===== config.mk =====
export PLATFORM = sky130hd
export DESIGN_NAME = sysref_align_ctrl
export DESIGN_NICKNAME = d
export VERILOG_FILES = /design/src/rtl/sysref_ctrl_pkg.sv /design/src/rtl/sysref_edge_det.sv /design/src/rtl/sysref_align_ctrl.sv
export SDC_FILE = /design/constraint.sdc
export NUM_CORES = 1
export LEC_CHECK = 0
export CORE_MARGIN = 8
export CORE_UTILIZATION = 40
export CTS_CLUSTER_DIAMETER = 40
export CTS_CLUSTER_SIZE = 40
export DETAILED_ROUTE_END_ITERATION = 8
export PLACE_DENSITY = 0.65
export SLEW_MARGIN = 20
export SYNTH_ARGS = -nofsm -noshare
export SYNTH_HDL_FRONTEND = slang
export SYNTH_SLANG_ARGS = --single-unit

===== constraint.sdc =====
create_clock -name pl_clk -period 1.7 [get_ports pl_clk]
set_input_delay 0.255 -clock pl_clk [delete_from_list [all_inputs] [get_ports pl_clk]]
set_output_delay 0.255 -clock pl_clk [all_outputs]
set_load 0.02 [all_outputs]

===== src/rtl/sysref_ctrl_pkg.sv =====
// Shared types and default constants for the SYSREF alignment controller.
package sysref_ctrl_pkg;

  localparam int unsigned STATE_W           = 3;
  localparam int unsigned DEF_SYSREF_PERIOD = 256;
  localparam int unsigned DEF_LOCK_COUNT    = 4;
  localparam int unsigned DEF_CNT_W         = 16;

  typedef enum logic [STATE_W-1:0] {
    ST_IDLE    = 3'd0,
    ST_ARMED   = 3'd1,
    ST_MEASURE = 3'd2,
    ST_LOCKED  = 3'd3,
    ST_ERROR   = 3'd4
  } state_e;

endpackage


===== src/rtl/sysref_edge_det.sv =====
// Double register of the already-synchronous SYSREF and single-cycle rise detect.
module sysref_edge_det (
  input  logic clk,
  input  logic rst,
  input  logic sig_in,
  output logic rise_c
);

  logic d1_q, d1_d;
  logic d2_q, d2_d;

  always_comb begin
    d1_d = sig_in;
    d2_d = d1_q;
  end

  always_ff @(posedge clk or posedge rst) begin
    if (rst) begin
      d1_q <= 1'b0;
      d2_q <= 1'b0;
    end else begin
      d1_q <= d1_d;
      d2_q <= d2_d;
    end
  end

  assign rise_c = d1_q & ~d2_q;

endmodule


===== src/rtl/sysref_align_ctrl.sv =====
// Measures SYSREF interval, locks after LOCK_COUNT matching intervals, then forwards aligned strobes.
// Optional SYSREF_REALIGN_EN: a mismatch while locked re-enters MEASURE instead of ERROR.
module sysref_align_ctrl
  import sysref_ctrl_pkg::*;
#(
  parameter int unsigned SYSREF_PERIOD = DEF_SYSREF_PERIOD,
  parameter int unsigned LOCK_COUNT    = DEF_LOCK_COUNT,
  parameter int unsigned CNT_W         = DEF_CNT_W
) (
  input  logic               pl_clk,
  input  logic               pl_rst,
  input  logic               sysref_in,
  input  logic               arm,
  input  logic               disarm,
  output logic               sysref_pulse,
  output logic               locked,
  output logic               error,
  output logic [STATE_W-1:0] state,
  output logic [CNT_W-1:0]   last_interval
);

  localparam int unsigned       GOOD_W   = $clog2(LOCK_COUNT + 1);
  localparam logic [CNT_W-1:0]  CNT_MAX  = '1;
  localparam logic [CNT_W-1:0]  PERIOD_C = CNT_W'(SYSREF_PERIOD);
  localparam logic [GOOD_W-1:0] LOCK_C   = GOOD_W'(LOCK_COUNT);

  logic rise_c;
  logic match_c;
  logic sat_c;

  state_e            state_q, state_d;
  logic [CNT_W-1:0]  cnt_q, cnt_d;
  logic [CNT_W-1:0]  last_interval_q, last_interval_d;
  logic [GOOD_W-1:0] good_q, good_d;
  logic              pend_q, pend_d;
  logic              pulse_q, pulse_d;
  logic              locked_q, locked_d;
  logic              error_q, error_d;

  sysref_edge_det u_edge (
    .clk    (pl_clk),
    .rst    (pl_rst),
    .sig_in (sysref_in),
    .rise_c (rise_c)
  );

  assign match_c = (cnt_q == PERIOD_C);
  assign sat_c   = (cnt_q == CNT_MAX);

  // Interval counter restarts at 1 on each rise and sticks at all-ones when SYSREF goes missing.
  always_comb begin
    cnt_d           = cnt_q;
    last_interval_d = last_interval_q;
    if (rise_c) begin
      cnt_d           = CNT_W'(1);
      last_interval_d = cnt_q;
    end else if (!sat_c) begin
      cnt_d = cnt_q + CNT_W'(1);
    end
  end

  always_comb begin
    state_d = state_q;
    good_d  = good_q;
    pend_d  = 1'b0;

    unique case (state_q)
      ST_IDLE: begin
        if (arm) state_d = ST_ARMED;
      end
      ST_ARMED: begin
        if (arm) begin
          good_d = '0;
        end else if (rise_c) begin
          state_d = ST_MEASURE;
          good_d  = '0;
        end
      end
      ST_MEASURE: begin
        if (arm) begin
          state_d = ST_ARMED;
          good_d  = '0;
        end else if (sat_c) begin
          state_d = ST_ERROR;
        end else if (rise_c) begin
          if (match_c) begin
            good_d = good_q + GOOD_W'(1);
            if (good_q + GOOD_W'(1) == LOCK_C) state_d = ST_LOCKED;
          end else begin
            good_d = '0;
          end
        end
      end
      ST_LOCKED: begin
        if (sat_c) begin
          state_d = ST_ERROR;
        end else if (rise_c) begin
          if (match_c) begin
            pend_d = 1'b1;
          end else begin
`ifdef SYSREF_REALIGN_EN
            state_d = ST_MEASURE;
            good_d  = '0;
`else
            state_d = ST_ERROR;
`endif
          end
        end
      end
      ST_ERROR: begin
        if (arm) begin
          state_d = ST_ARMED;
          good_d  = '0;
        end
      end
      default: begin
        state_d = ST_IDLE;
        good_d  = '0;
      end
    endcase

    // Disarm beats every other request, including a strobe already in flight.
    if (disarm) begin
      state_d = ST_IDLE;
      good_d  = '0;
      pend_d  = 1'b0;
    end

    pulse_d  = pend_q & ~disarm;
    locked_d = (state_d == ST_LOCKED);
    error_d  = (state_d == ST_ERROR);
  end

  always_ff @(posedge pl_clk or posedge pl_rst) begin
    if (pl_rst) begin
      state_q         <= ST_IDLE;
      cnt_q           <= '0;
      last_interval_q <= '0;
      good_q          <= '0;
      pend_q          <= 1'b0;
      pulse_q         <= 1'b0;
      locked_q        <= 1'b0;
      error_q         <= 1'b0;
    end else begin
      state_q         <= state_d;
      cnt_q           <= cnt_d;
      last_interval_q <= last_interval_d;
      good_q          <= good_d;
      pend_q          <= pend_d;
      pulse_q         <= pulse_d;
      locked_q        <= locked_d;
      error_q         <= error_d;
    end
  end

  assign sysref_pulse  = pulse_q;
  assign locked        = locked_q;
  assign error         = error_q;
  assign state         = state_q;
  assign last_interval = last_interval_q;

endmodule


# After elaboration in Yosys (flattened, before gate mapping)
# Index checks and enable logic that the tools add are counted.
# classes
n_addsub,2
eq_ne,15
muxes,29
n_bitwise,4
reduce_logical,4
# op_table
op,count
3-bit 2-to-1 mux,20
16-bit 2-to-1 mux,2
3-bit one-hot mux with 4 select lines,2
"16-bit by 1-bit adder with 16-bit output, second input constant",1
"16-bit == test, second input constant",1
"16-bit by 9-bit == test with 1-bit output, second input constant",1
"4-bit != test, second input constant",3
"3-bit by 2-bit == test with 1-bit output, second input constant",3
"3-bit == test, second input constant",3
1-bit 2-to-1 mux,5
5-bit AND reduction,1
2-bit OR reduction,2
"3-bit by 1-bit adder with 3-bit output, second input constant",1
"3-bit by 1-bit == test with 1-bit output, second input constant",1
3-bit logical NOT,1
"3-bit != test, second input constant",1
1-bit bitwise AND,2
"2-bit by 1-bit != test with 1-bit output, second input constant",1
"2-bit != test, second input constant",1
1-bit NOT,2
# word_totals
regBits,44
in_bits,5
output_inout_bits,22
wordCells,64

# Logic depth before layout (Yosys ltp)
# Gate-level depths: netlist (run 1).
# logic_depth
word_depth,10
ltp_mapped,7
mapped_depth_nobuf,7

# By module
# A second synthesis (run 1) with hierarchy kept.
# hier_totals
cells_unflattened,198
area_unflattened_um2,2192.1
# modules_own_cells
module,n_inst,cells_each,area_per_inst_um2,seq_area_each_um2
sysref_align_ctrl,1,194,2124.5,1051.0
sysref_edge_det,1,4,67.6,50.0

# Least setup slack after synthesis (run 1)
# No wires, ideal clock.
# synth_timing
path_type,register to register
start,register cnt_q[0]
end,register good_q[1]
setup_ps,79
arrival_time_ps,1610
required_time_ps,1621
path_slack_ps,11
stages_incl_launch_ff,7
n_path_buf,0
period_less_slack_ps,1689
cell_sequence,dfrtp_1 > ha_1 > nand2_1 > nor4_4 > a21oi_2 > o2bb2ai_2 > mux2i_1
# synth_via
elab_chain_cells,7
elab_cells_between_ends,10
classes_between,eq/ne (3); mux (6); reduce/logical (1)
# synth_rtl
element,line_no,rtl
from (decl),sysref_align_ctrl.sv:32,"logic [CNT_W-1:0] cnt_q, cnt_d;"
from (signal assigned),sysref_align_ctrl.sv:146,cnt_q <= cnt_d;
16-bit by 9-bit == test with 1-bit output,sysref_align_ctrl.sv:47,assign match_c = (cnt_q == PERIOD_C);
3-bit 2-to-1 mux,sysref_align_ctrl.sv:86,if (match_c) begin
3-bit 2-to-1 mux,sysref_align_ctrl.sv:85,end else if (rise_c) begin
3-bit 2-to-1 mux,sysref_align_ctrl.sv:83,end else if (sat_c) begin
3-bit 2-to-1 mux,sysref_align_ctrl.sv:80,if (arm) begin
3-bit one-hot mux with 4 select lines,sysref_align_ctrl.sv:67,unique case (state_q)
3-bit 2-to-1 mux,sysref_align_ctrl.sv:123,if (disarm) begin
to (signal assigned),sysref_align_ctrl.sv:148,good_q <= good_d;
to (decl),sysref_align_ctrl.sv:34,"logic [GOOD_W-1:0] good_q, good_d;"
# Several ways; a longest one is shown, not always the timed one. The select of a mux whose other input is x is not followed.
# A chain may end at the register's enable or synchronous reset.

# Worst setup path after layout (run 1)
# layout_timing
start,register cnt_q[7]
end,register locked_q (netlist: locked)
# layout_via
elab_chain_cells,8
elab_cells_between_ends,12
classes_between,eq/ne (3); mux (9)
# layout_rtl
element,line_no,rtl
16-bit by 9-bit == test with 1-bit output,sysref_align_ctrl.sv:47,
3-bit 2-to-1 mux,sysref_align_ctrl.sv:86,
3-bit 2-to-1 mux,sysref_align_ctrl.sv:85,
3-bit 2-to-1 mux,sysref_align_ctrl.sv:83,
3-bit 2-to-1 mux,sysref_align_ctrl.sv:80,
3-bit one-hot mux with 4 select lines (*),sysref_align_ctrl.sv:67,
3-bit 2-to-1 mux (*),sysref_align_ctrl.sv:123,
3-bit by 2-bit == test with 1-bit output (*),sysref_align_ctrl.sv:130,locked_d = (state_d == ST_LOCKED);
named net locked_d,sysref_align_ctrl.sv:37,"logic locked_q, locked_d;"
to (signal assigned),sysref_align_ctrl.sv:151,locked_q <= locked_d;
to (decl),sysref_align_ctrl.sv:37,
# The timed path passes the listed nets; every way through them passes the cells marked *.

==> results of run 1 <==
==> worst max-delay path: cells and delay by family (launching register included) <==
kind                   cells  cell delay [ns]
flip-flops                 1             0.41
buffers and inverters      2             0.32
AO/OA/AOI/OAI              1             0.19
AND/OR/NAND/NOR            4             0.63
==> flip-flops by register name, indices dropped and copies added, names as in the netlist <==
name,flops
sysref_pulse,1
pend_q,1
cnt_q,16
u_edge.d2_q,1
state,3
locked,1
good_q,3
error,1
last_interval,16
u_edge.d1_q,1
==> cells by family (layout without fill, tap and decap cells) <==
kind of cell               after synthesis  count (layout)  share of synthesized area
xor gates and xnor gates                13              13                     0.0524
DFF                                     44              44                      0.507
muxes                                    1               1                    0.00461
and+or+nand+nor                        112             112                      0.248
adders and majority gates                4               4                     0.0231
buffers and inverters                   19              78                     0.0375
AOI/OAI and AO/OA                       38              38                      0.127
==> what timing repair did <==
item	CTS	global route
pin swaps	2	8
gates resized for setup	4	26
gates cloned	0	0
endpoints found under the setup margin	7	13
buffers inserted	1	5
==> layout make-up <==
| cell class | count | share of cell area |
|---|---|---|
| timing repair buffer | 62 | 0.187 |
| clock buffer | 5 | 0.0229 |
| clock inverter | 3 | 0.00625 |
| multi-input combinational | 168 | 0.374 |
| inverter | 8 | 0.0100 |
| tap | 72 | 0.0300 |
| sequential | 44 | 0.369 |
==> metal layers <==
| metal | vias to the layer above | part of all wire | global-route usage |
|---|---|---|---|
| met3 | 4 | 0.041 | 0.0246 |
| li1 | 907 | - | - |
| met4 | 0 | 0.012 | 0.0453 |
| met5 | - | 0 | 0 |
| met2 | 33 | 0.47 | 0.203 |
| met1 | 859 | 0.48 | 0.176 |
==> path summary, 6_finish.rpt <==
| kind | depth (start not counted) | slack (ns) | end |
|---|---|---|---|
| max | 7 | 0.03 | locked$_DFF_PP0_ |
| min | 2 | 0.27 | cnt_q[4]$_DFFE_PP0P_ |
| max reg2reg | 7 | 0.03 | locked$_DFF_PP0_ |
| min reg2reg | 0 | 0.41 | u_edge.d2_q$_DFF_PP0_ |
| max in group asynchronous | 3 | 0.97 | cnt_q[5]$_DFFE_PP0P_ |
| min in group pl_clk | 1 | 0.40 | u_edge.d1_q$_DFF_PP0_ |
==> report_power, final <==
| group | internal [mW] | switching [mW] | leakage [nW] | total (mW) |
|---|---|---|---|---|
| registers | 1.13 | 0.0994 | 0.588 | 1.23 |
| clock network | 0.287 | 0.362 | 0.0479 | 0.649 |
| logic | 0.229 | 0.232 | 0.691 | 0.461 |
| total | 1.65 | 0.693 | 1.33 | 2.34 |
==> through the flow <==
stage                     setup slack, ns  TNS [ns]  cells   util
after floorplan                    0.0106         0    231      -
after global placement            -0.0187   -0.0212    348  0.507
after detailed placement          -0.0332   -0.0694    348  0.507
after CTS                         -0.0156   -0.0296    357  0.527
after global routing              -0.0423    -0.173    362  0.559
final                              0.0295         0    362  0.559
==> Yosys cell counts, drive strengths merged, types with 4 or more instances <==
| master | number | area [um^2] |
|---|---|---|
| a211oi | 6 | 50.1 |
| dfrtp | 44 | 1100 |
| inv | 8 | 30.0 |
| nor2 | 18 | 67.6 |
| a21oi | 10 | 53.8 |
| nand2 | 52 | 198 |
| ha | 4 | 50.1 |
| xnor2 | 10 | 87.6 |
| o21ai | 8 | 40.0 |
| clkbuf | 7 | 26.3 |
| nor4 | 5 | 46.3 |
| nor3 | 8 | 40.0 |
| buf | 4 | 25.0 |
| nand3 | 11 | 60.1 |
==> key figures, run 1 <==
STA
  • RSZ-0062 raised after global routing: yes
  • Tcrit/Tclk final: 0.983
  • Slew @ Worst Pin: between 0.6 and 0.7 ns
  • # setup viols final: 0
  • Headroom to the max-slew limit: 0.561
  • Period minus WS final: approximately 1.7 ns
  • Fin. Hold Viols: 0
  • Hold WS: approximately 0.27 ns
  • Clock skew: 0.00468 ns
  • Max Clk Rate: about 0.60 GHz
  • Max Slew Vio Count: 0

CTS
  • CTS tree: yes
  • Cts bufs inserted: 5
  • Max Root-Sink Buffers: 2
  • CTS H-tree depth: 2
  • Hold-fix buffers at CTS: 0
  • Count of clock tree sinks: 44
  • Clk_lat worst skew: 0.30 ns
  • Clk pin slew, worst setup/hold paths: approximately 0.090 ns
  • Root Driver: clkbuf_8

Pwr
  • VDD IR max: roughly 0.45 mV
  • Power Density: ~780 nW/um^2
  • Pwr Total: about 2.3 mW
  • Leakage: about 1.3 nW

Cells and area
  • ANT cells: 0
  • Area grow syn2layout: 38.3%
  • Share of layout cells above drive strength 1: 0.262
  • Layout fillers: around 470
  • Area occupied by multi-input gates: 1120 um^2
  • Post-Layout Inst Area: 3000 um^2
  • Commonest non-fill, non-tap cell in the layout: nand2_1
  • Commonest non-fill, non-tap cells in the layout: nand2_1, dfrtp_1, buf_4, clkdlybuf4s50_1, nor2_1
  • Storage element area: between 1000 and 1500 um^2
  • Nets: 298

Worst setup path
  • Crit-path max FO: 6
  • Max incr delay on CP: 0.41 ns
  • Worst path cell trace: nand4_1, nor4_4, buf_6, buf_6, nand2_8, a31oi_4, nor4_2
  • CP Launch Point: cnt_q[7]$_DFFE_PP0P_
  • Setup crit end kind: flip-flop
  • Kind of critical path: reg -> reg
  • Crit path DAT: about 1.9 ns
  • Required @ worst endpoint: around 1.9 ns
  • Crit path launch type: flip-flop
  • Slowest CP cell: dfrtp_1
  • Worst r2r src: cnt_q[7]$_DFFE_PP0P_
  • Most frequent cell on the critical path: buf_6

Floorplanning
  • I/O pin count: 27
  • Die area: 8040 um^2
  • Floorplan row count: 27
  • Initial Util: 0.404
  • Die height: between 80 and 90 um
  • Core ar.: ~5400 um^2
  • Die Wd: between 80 and 90 um

Place
  • Placed cell areas: roughly 2700 um^2
  • I/O Buffers: 26
  • Post-DP HPWL: between 3000 and 4000 um
  • Final GP Congestion: between 0.8 and 0.9

Job
  • Max-Cap Viols: 0

Global route
  • Largest net degree at the start of global routing: 27
  • Tot GR Track Use: 0.130
  • Total grt overflow: 0
  • Initial antenna violation count: 0
  • Vias in the first global route: between 1500 and 2000
  • Wire length of the first global-routing pass: slightly above 8000 um

Logic synthesis
  • Async set-reset flop share out of synthesis: 1.00
  • Synthesized cell area: 2170 um^2
  • Mean cell area of the mapped netlist: 9.40 um^2
  • Most used DFF post-synth: dfrtp_1
  • Synth cell types: 47
  • Synth Instances: approximately 230
  • Post-synth EDFFs: 0
  • Net count after synthesis: between 200 and 250
  • Seq cells post-synth: 44
  • Sequential share of the synthesized area: 0.507
  • Yosys warnings: 0

Worst hold path
  • Worst hold path type: in -> async

Detailed routing
  • Via count: around 1800
  • Vias per cell: about 5.0
  • Starting DRT DRC Count: 151
  • DRC: 0
  • ANT nets after route: 0
  • Wirelength per Cell: approximately 14 um
  • Final WL: ~5000 um
  • Detailed Routing Iterations Pass 1: 4

Outcome
  • Status: completed
No activity file was read; power rests on OpenSTA's default activity.
==> inputs of run 2 (changes only) <==
--- a/config.mk
+++ b/config.mk
@@ -6,12 +6,13 @@
 export NUM_CORES = 1
 export LEC_CHECK = 0
 export CORE_MARGIN = 8
-export CORE_UTILIZATION = 40
+export CORE_UTILIZATION = 49
 export CTS_CLUSTER_DIAMETER = 40
 export CTS_CLUSTER_SIZE = 40
 export DETAILED_ROUTE_END_ITERATION = 8
-export PLACE_DENSITY = 0.65
+export PLACE_DENSITY = 0.77
 export SLEW_MARGIN = 20
 export SYNTH_ARGS = -nofsm -noshare
 export SYNTH_HDL_FRONTEND = slang
 export SYNTH_SLANG_ARGS = --single-unit
+export TNS_END_PERCENT = 50
==> run 2 against run 1 <==
  * The run now ends with negative setup slack left
  * Critical path depth is the same
  * Die area shrank 15%
  * Global-route usage grew 3.6 points
  * Non-clock buffer count grew 5
  * Core utilization grew 18 points
  * Wire length grew 20%
  * Sequential power is essentially flat
  * Power grew 17%
  * Critical path type unchanged
  * Largest power group unchanged
==> key figures, run 2 (synthesis results as in run 1) <==
Outcome
  • Status: finished, violations left (was completed)
  • Violated checks: negative setup slack

Worst setup path
  • Worst path cell trace: nand4_1, nor4_4, buf_6, buf_6, buf_4, a21oi_1, nor3_1 (was nand4_1, nor4_4, buf_6, buf_6, nand2_8, a31oi_4, nor4_2)
  • Worst r2r src: cnt_q[7]$_DFFE_PP0P_ (unchanged)
  • Max incr delay on CP: 0.42 ns (was 0.41 ns)
  • Reg2reg path depth: 7 (unchanged)
  • Most frequent cell on the critical path: buf_6 (unchanged)
  • Crit path max-delay family: simple AND/OR/NAND/NOR gates (unchanged)
  • Setup crit end kind: flip-flop (unchanged)
  • Slowest CP cell: dfrtp_1 (unchanged)
  • WP buf/inv: 3 (was 2)
  • Kind of critical path: reg -> reg (unchanged)
  • Crit-path max FO: 7 (was 6)
  • Reg2reg end: cnt_q[12]$_DFFE_PP0P_ (was locked$_DFF_PP0_)
  • Required @ worst endpoint: 1.90 ns (was 1.88 ns)
  • Reg2reg setup slack: -0.08 ns (was 0.03 ns)
  • Crit path DAT: 1.97 ns (was 1.85 ns)
  • Crit path launch type: flip-flop (unchanged)

STA
  • Max Slew Vio Count: 0 (unchanged)
  • Max Clk Rate: 0.563 GHz (was 0.599 GHz)
  • RSZ-0062 raised after global routing: yes (unchanged)
  • Period minus WS final: 1.78 ns (was 1.67 ns)
  • Post-route setup slack: -0.0758 ns (was 0.0295 ns)
  • # setup viols final: 5 (was 0)
  • Tcrit/Tclk final: 1.04 (was 0.983)
  • Headroom to the max-slew limit: 0.734 (was 0.561)
  • Slew @ Worst Pin: 0.398 ns (was 0.655 ns)
  • Clock skew: 0.0137 ns (was 0.00468 ns)
  • Fin. Hold Viols: 0 (unchanged)
  • Fin Setup TNS: -0.196 ns (was 0 ns)

Global route
  • Wire length of the first global-routing pass: 8780 um (was 8180 um)
  • Initial antenna violation count: 0 (unchanged)
  • Largest net degree at the start of global routing: 27 (unchanged)
  • Vias in the first global route: 1837 (was 1725)
  • Tot GR Track Use: 0.167 (was 0.130)
  • Total grt overflow: 0 (unchanged)

Pwr
  • Pwr Total: 2.73 mW (was 2.34 mW)
  • Clock share of power: 0.321 (was 0.277)
  • Sw Ratio: 0.280 (was 0.296)
  • Gate power share: 0.229 (was 0.197)
  • Sequential power share: 0.450 (was 0.526)
  • Power Density: 857 nW/um^2 (was 779 nW/um^2)
  • NetSw: 764 uW (was 693 uW)
  • Internal: 1.96 mW (was 1.65 mW)
  • VDD IR max: 0.503 mV (was 0.450 mV)
  • Leakage: 1.42 nW (was 1.33 nW)

Place
  • Placed cell areas: 2680 um^2 (was 2720 um^2)
  • Pre-CTS setup slack: -0.0651 ns (was -0.0332 ns)
  • I/O Buffers: 26 (unchanged)
  • Post-DP HPWL: 3690 um (was 3520 um)
  • Final GP Congestion: 0.902 (was 0.876)

Floorplanning
  • Floorplan row count: 24 (was 27)
  • I/O pin count: 27 (unchanged)
  • Die Wd: 82.6 um (was 89.7 um)
  • Die height: 82.6 um (was 89.7 um)
  • Core ar.: 4320 um^2 (was 5370 um^2)
  • Initial Util: 0.502 (was 0.404)
  • Die area: 6820 um^2 (was 8040 um^2)

Worst hold path
  • Worst hold path type: in -> async (unchanged)

Cells and area
  • Area grow syn2layout: 46.7% (was 38.3%)
  • Storage element area: 1110 um^2 (about the same)
  • Layout fillers: 289 (was 474)
  • Final core occ: 0.736 (was 0.559)
  • Commonest non-fill, non-tap cells in the layout: nand2_1, dfrtp_1, buf_4, clkdlybuf4s50_1, nor2_1 (unchanged)
  • Post-Layout Inst Area: 3180 um^2 (was 3000 um^2)
  • Share of layout cells above drive strength 1: 0.322 (was 0.262)
  • Area occupied by multi-input gates: 1230 um^2 (was 1120 um^2)
  • Nets: 303 (was 298)
  • ANT cells: 0 (unchanged)
  • Commonest non-fill, non-tap cell in the layout: nand2_1 (unchanged)

Detailed routing
  • Wirelength per Cell: 17.2 um (was 13.8 um)
  • Detailed Routing Iterations Pass 1: 4 (unchanged)
  • Vias per cell: 5.63 (was 4.98)
  • DRC: 0 (unchanged)
  • Starting DRT DRC Count: 134 (was 151)
  • Via count: 1955 (was 1803)
  • Final WL: 5970 um (was 5000 um)
  • ANT nets after route: 0 (unchanged)

CTS
  • CTS tree: yes (unchanged)
  • Hold-fix buffers at CTS: 0 (unchanged)
  • Cts bufs inserted: 5 (unchanged)
  • Root Driver: clkbuf_8 (unchanged)
  • Clk pin slew, worst setup/hold paths: 0.08 ns (was 0.09 ns)
  • Count of clock tree sinks: 44 (unchanged)
  • CTS H-tree depth: 2 (unchanged)
  • Max Root-Sink Buffers: 2 (unchanged)
  • Clk_lat worst skew: 0.30 ns (about the same)

Job
  • Max-Cap Viols: 0 (unchanged)
-- run 2: area by class of cell --
cell class,instances,share of cell area
well taps,52,0.0204
repair buffers,67,0.195
flip-flops and latches,44,0.349
multi-input cells,168,0.386
inverters,8,0.00943
clock inverters,1,0.00943
clock buffers,7,0.0303
-- run 2: what timing repair did --
action                                  in CTS  in global routing
endpoints found under the setup margin      12                 18
setup buffers                                4                 10
pin swaps                                    1                 17
gates resized for setup                      7                 52
-- run 2: metrics by stage --
step           hold slack (ns)  std cells
2_1_floorplan            0.286        231
3_3_place_gp             0.380        325
3_5_place_dp             0.388        325
4_1_cts                  0.237        337
5_1_grt                  0.256        347
6_report                 0.226        347
-- run 2: power by group through the flow --
stage	registers (mW)	clock network [mW]	logic (mW)
after global routing	1.24	0.933	0.671
after detailed placement	1.22	0	0.487
after floorplan	1.26	0	0.194
final	1.23	0.875	0.625
after global placement	1.21	0	0.475
after CTS	1.20	0.890	0.498
-- run 2: metal layers --
layer	GRT usage	share of wire	wire length [um]
met5	0	0	0
met4	0.0759	0.022	129
met3	0.0400	0.057	341
met2	0.264	0.49	2950
met1	0.211	0.43	2550
-- run 2: how the worst max path moves through the flow --
stage                    startpoint               endpoint  slack, ns  cells past startpoint
6_report       cnt_q[7]$_DFFE_PP0P_  cnt_q[12]$_DFFE_PP0P_      -0.08                      7
5_1_grt        cnt_q[7]$_DFFE_PP0P_  cnt_q[12]$_DFFE_PP0P_      -0.18                      7
4_1_cts        cnt_q[2]$_DFFE_PP0P_       locked$_DFF_PP0_      -0.06                      5
3_5_place_dp   cnt_q[0]$_DFFE_PP0P_       locked$_DFF_PP0_      -0.07                      8
3_3_place_gp                    arm  good_q[2]$_DFFE_PP0P_     -0.003                      7
2_1_floorplan  cnt_q[0]$_DFFE_PP0P_  good_q[1]$_DFFE_PP0P_       0.01                      6
